**config.mk**
```make
export PLATFORM = sky130hd
export DESIGN_NAME = taxi_sync_signal_filt
export DESIGN_NICKNAME = d
export VERILOG_FILES = /design/src/rtl/taxi_sync_signal_filt.sv
export SDC_FILE = /design/constraint.sdc
export NUM_CORES = 1
export LEC_CHECK = 0
export CORE_AREA = 2 2 39 41
export CTS_CLUSTER_DIAMETER = 150
export DETAILED_ROUTE_END_ITERATION = 8
export DIE_AREA = 0 0 41 43
export MAX_ROUTING_LAYER = met4
export PLACE_DENSITY_LB_ADDON = 0.25
export SLEW_MARGIN = 20
export SYNTH_ARGS = -nofsm -noshare
export SYNTH_HDL_FRONTEND = slang
export SYNTH_SLANG_ARGS = --single-unit
```
**constraint.sdc**
```tcl
create_clock -name clk -period 1.26 [get_ports clk]
set_input_delay 0.378 -clock clk [delete_from_list [all_inputs] [get_ports clk]]
set_output_delay 0.378 -clock clk [all_outputs]
set_load 0.01 [all_outputs]
```
**src/rtl/taxi_sync_signal_filt.sv**
```systemverilog
// Multi-channel CDC synchronizer followed by a per-channel stability filter.
// Each channel emits registered rise/fall pulses when its filtered level changes.
module taxi_sync_signal_filt #(
  parameter int               WIDTH    = 1,
  parameter int               N        = 2,
  parameter int               FILT_CNT = 4,
  parameter logic [WIDTH-1:0] RST_VAL  = '0
) (
  input  logic             clk,
  input  logic             rst,
  input  logic [WIDTH-1:0] in,
  output logic [WIDTH-1:0] out,
  output logic [WIDTH-1:0] rise,
  output logic [WIDTH-1:0] fall
);

  localparam int CW = $clog2(FILT_CNT + 1);
  localparam logic [CW-1:0] CNT_MAX = CW'(FILT_CNT - 1);

  if (N < 2) begin : g_bad_n
    $error("taxi_sync_signal_filt: N must be at least 2");
  end
  if (FILT_CNT < 1) begin : g_bad_filt
    $error("taxi_sync_signal_filt: FILT_CNT must be at least 1");
  end

  for (genvar gi = 0; gi < WIDTH; gi++) begin : g_ch
    // Plain flop chain; keep it out of shift-register primitives so each
    // stage gets its own flip-flop for metastability settling.
    (* srl_style = "register" *) logic [N-1:0] sync_reg;
    logic          s;
    logic [CW-1:0] cnt_reg, cnt_next;
    logic          out_reg, out_next;
    logic          rise_reg, fall_reg;

    always_ff @(posedge clk) begin
      if (rst) begin
        sync_reg <= {N{RST_VAL[gi]}};
      end else begin
        sync_reg <= {sync_reg[N-2:0], in[gi]};
      end
    end

    assign s = sync_reg[N-1];

    // A change is committed only after s has differed from out for
    // FILT_CNT consecutive edges; any return to out discards progress.
    always_comb begin
      cnt_next = cnt_reg;
      out_next = out_reg;
      if (s == out_reg) begin
        cnt_next = '0;
      end else if (cnt_reg == CNT_MAX) begin
        out_next = s;
        cnt_next = '0;
      end else begin
        cnt_next = cnt_reg + CW'(1);
      end
    end

    always_ff @(posedge clk) begin
      if (rst) begin
        cnt_reg  <= '0;
        out_reg  <= RST_VAL[gi];
        rise_reg <= 1'b0;
        fall_reg <= 1'b0;
      end else begin
        cnt_reg  <= cnt_next;
        out_reg  <= out_next;
        rise_reg <= out_next & ~out_reg;
        fall_reg <= ~out_next & out_reg;
      end
    end

    assign out[gi]  = out_reg;
    assign rise[gi] = rise_reg;
    assign fall[gi] = fall_reg;
  end

endmodule

```
==> impl_metrics.env <==
export IMPL_outcome="completed"
export IMPL_worst_endpoint_arrival_ns=0.82
export IMPL_synth_edff_count=0
export IMPL_tns_ns=0
export IMPL_filler_cell_count=142
export IMPL_cts_htree_levels=1
export IMPL_multi_input_comb_area_sq_um=112.6
export IMPL_syn_instance_count=21
export IMPL_path_cells="dlygate4sd2_1"
export IMPL_final_layout_size_suffix_gt1_share_pct=25.81
export IMPL_drv_max_cap_violation_count=0
export IMPL_synth_seq_cells=8
export IMPL_yosys_cell_count_top_type="sky130_fd_sc_hd__dfxtp_1"
export IMPL_dp_hpwl_um=349.5
export IMPL_largest_reg_flops=3
export IMPL_critical_path_peak_fanout=1
export IMPL_core_region_area_sq_um=1384
export IMPL_postCtsSetupRepairBufs=0
export IMPL_synth_fp_nets=26
export IMPL_cts_root_to_sink_buffers=2
export IMPL_yosys_top_cells_count="sky130_fd_sc_hd__dfxtp_1 (8), sky130_fd_sc_hd__and4bb_2 (2), sky130_fd_sc_hd__ha_1 (2), sky130_fd_sc_hd__nor2b_1 (2), sky130_fd_sc_hd__nor4_1 (2)"
export IMPL_antenna_violations_before_repair=0
export IMPL_slew_viol_final=0
export IMPL_dr_total_vias=198
export IMPL_setup_violations_final=0
export IMPL_cts_sink_count=8
export IMPL_routed_wire_length_per_instance_um=9.532
export IMPL_clock_skew_final_ns=0.0006187
export IMPL_crit_buf_inv=1
export IMPL_grt_overflow_total=0
export IMPL_worst_stage_delay_on_the_critical_path_ns=0.30
export IMPL_starting_density_pct=19.98
export IMPL_cp_top_family="flip-flops"
export IMPL_place_port_buffers=5
export IMPL_drt_antenna_violating_nets=0
export IMPL_power_density_nw_per_um2=1242
export IMPL_critPathRequiredTime_ns=0.88
export IMPL_rows=14
export IMPL_regToRegSetupSlack_ns=0.13
export IMPL_min_period_over_period_pct=95.31
export IMPL_fp_dieArea_sq_um=1763
export IMPL_ff_latch_area_sq_um=160.2
export IMPL_route_detailed_vias_per_inst=4.213
export IMPL_drc=0
export IMPL_timing_worst_slew_pin_value_ns=0.3255
export IMPL_die_height_um=43
export IMPL_power_ir_vdd_worst_v=0.0003640
export IMPL_grt_start_max_net_pins=7
export IMPL_static_leakage_power_nw=0.1536
export IMPL_synth_top_area_share_pct=57.92
export IMPL_worst_hold_path_type="reg -> reg"
export IMPL_finalHoldViolations=0
export IMPL_register_clock_pin_slew_on_the_reported_worst_setup_and_hold_paths_ns=0.05
export IMPL_worst_path_max_delay_cell="sky130_fd_sc_hd__dfxtp_1"
export IMPL_synth_area_top_cells="sky130_fd_sc_hd__dfxtp_1 (58%), sky130_fd_sc_hd__and4bb_2 (9.0%), sky130_fd_sc_hd__ha_1 (9.0%)"
export IMPL_slew_headroom_pct=78.15
export IMPL_finalWirelength_um=448
export IMPL_clock_tree_root="sky130_fd_sc_hd__clkbuf_4"
export IMPL_place_area_sq_um=361.6
export IMPL_cts_tree="done"
export IMPL_drt_initial_drc_count=2
export IMPL_die_width_um=41
export IMPL_drt_pass1_iterations=2
export IMPL_worst_setup_path_start_kind="register"
export IMPL_critical_path_endpoint_type="output pin"
export IMPL_yosysWarnings=0
export IMPL_final_cell_area_sq_um=381.6
export IMPL_synth_area_per_cell_sq_um=13.17
export IMPL_yosysTopAreaCell="sky130_fd_sc_hd__dfxtp_1"
export IMPL_synth_area_sq_um=276.5
export IMPL_ioPinCount=6
export IMPL_dp_cells=44
export IMPL_fmax_ghz=0.8327
export IMPL_tritoncts_num_buffers=3
export IMPL_cts_hold_repair_buffers=0
export IMPL_syn2layout_area_growth_pct=38.01
export IMPL_synth_lib_cells_used_distinct=10
export IMPL_gr_usage_all_layers_pct=8.264
export IMPL_final_period_minus_worst_setup_slack_ns=1.201
export IMPL_path_class="reg -> out"
export IMPL_layout_nets=38
export IMPL_synth_yosys_seq_area_share_pct=57.92
export IMPL_place_gp_congestion=0.5741
export IMPL_synth_top_flop_cell="sky130_fd_sc_hd__dfxtp_1"
export IMPL_grt_first_pass_wirelength_um=890
export IMPL_final_instance_count_excl_fill=47
export IMPL_diodes=0
export IMPL_worst_skew_pair_late_latency_ns=0.25
export IMPL_synth_async_reset_ratio_pct=0
export IMPL_grt_setup_unrepaired="no"
export IMPL_vias_in_the_first_global_route=216
export IMPL_totalPowerFinal_mw=0.4740
[cells by family (layout without fill, tap and decap cells)]
| kind of cell | Yosys count | count (layout) | share of synthesized area, % |
|---|---|---|---|
| and+or+nand+nor | 8 | 8 | 24.88 |
| xor gates and xnor gates | 1 | 1 | 3.168 |
| DFF | 8 | 8 | 57.92 |
| adders and majority gates | 2 | 2 | 9.048 |
| muxes | 1 | 1 | 3.620 |
| buffers and inverters | 1 | 11 | 1.356 |
[per-stage QoR]
| stage | worst slack [ns] | util [%] | hold slack (ns) |
|---|---|---|---|
| 2_1_floorplan | 0.2047 | - | 0.4037 |
| 3_3_place_gp | -0.06819 | 26.13 | 0.4254 |
| 3_5_place_dp | -0.07727 | 26.13 | 0.4298 |
| 4_1_cts | 0.03301 | 27.49 | 0.4374 |
| 5_1_grt | 0.004793 | 27.58 | 0.4606 |
| 6_report | 0.05915 | 27.58 | 0.4378 |
[per-layer routing]
metal  wire (um)  up-vias  global-route usage [%]
met3          25        0                   1.571
li1            -       97                       -
met4           0        0                   10.00
met5           0        -                       -
met1         170       97                   8.143
met2         252        4                   11.56
[power by group]
part | internal, mW | switching, mW
Sequential | 0.257 | 0.00231
Clock | 0.109 | 0.0875
Combinational | 0.0115 | 0.00653
[what timing repair did]
item | in CTS | in global routing
setup endpoints to repair | 3 | 1
cloned | 0 | 0
gates resized for setup | 3 | 1
[layout make-up]
cell class,instances,area share (%)
sequential,8,41.97
multi-input combinational,12,29.51
timing repair buffer,7,16.39
clock buffer,3,5.902
tap,16,5.246
inverter,1,0.9836
[cells in the final DEF (no fill, tap or decap)]
| cell | Yosys | final |
|---|---|---|
| sky130_fd_sc_hd__dfxtp_1 | 8 | 8 |
| sky130_fd_sc_hd__clkbuf_4 | 0 | 3 |
| sky130_fd_sc_hd__nor2b_1 | 2 | 2 |
| sky130_fd_sc_hd__nor4_1 | 2 | 2 |
| sky130_fd_sc_hd__and4bb_2 | 2 | 2 |
| sky130_fd_sc_hd__ha_1 | 2 | 2 |
| sky130_fd_sc_hd__clkdlybuf4s50_1 | 0 | 2 |
| sky130_fd_sc_hd__dlygate4sd2_1 | 0 | 2 |
| sky130_fd_sc_hd__buf_4 | 0 | 2 |
| sky130_fd_sc_hd__inv_1 | 1 | 1 |
| sky130_fd_sc_hd__xnor2_1 | 1 | 1 |
| sky130_fd_sc_hd__mux2i_1 | 1 | 1 |
| sky130_fd_sc_hd__nor2_1 | 1 | 1 |
| sky130_fd_sc_hd__nor4b_2 | 1 | 1 |
| sky130_fd_sc_hd__clkdlybuf4s15_1 | 0 | 1 |
[worst reg2reg max path, cell delays in order (launching register included)]
cell,delay [ns]
sky130_fd_sc_hd__dfxtp_1,0.33
sky130_fd_sc_hd__ha_1,0.15
sky130_fd_sc_hd__ha_1,0.28
sky130_fd_sc_hd__mux2i_1,0.21
sky130_fd_sc_hd__nor2_1,0.05
[worst paths after layout]
kind,endpoint,startpoint,depth (start not counted)
min,g_ch[0].cnt_reg[0]$_SDFF_PP0_,g_ch[0].cnt_reg[0]$_SDFF_PP0_,1
min reg2reg,g_ch[0].cnt_reg[0]$_SDFF_PP0_,g_ch[0].cnt_reg[0]$_SDFF_PP0_,1
max,fall,fall$_SDFF_PP0_,1
max reg2reg,out$_SDFF_PP0_,g_ch[0].cnt_reg[0]$_SDFF_PP0_,4
Note: power is estimated with default switching activity, not from simulation.
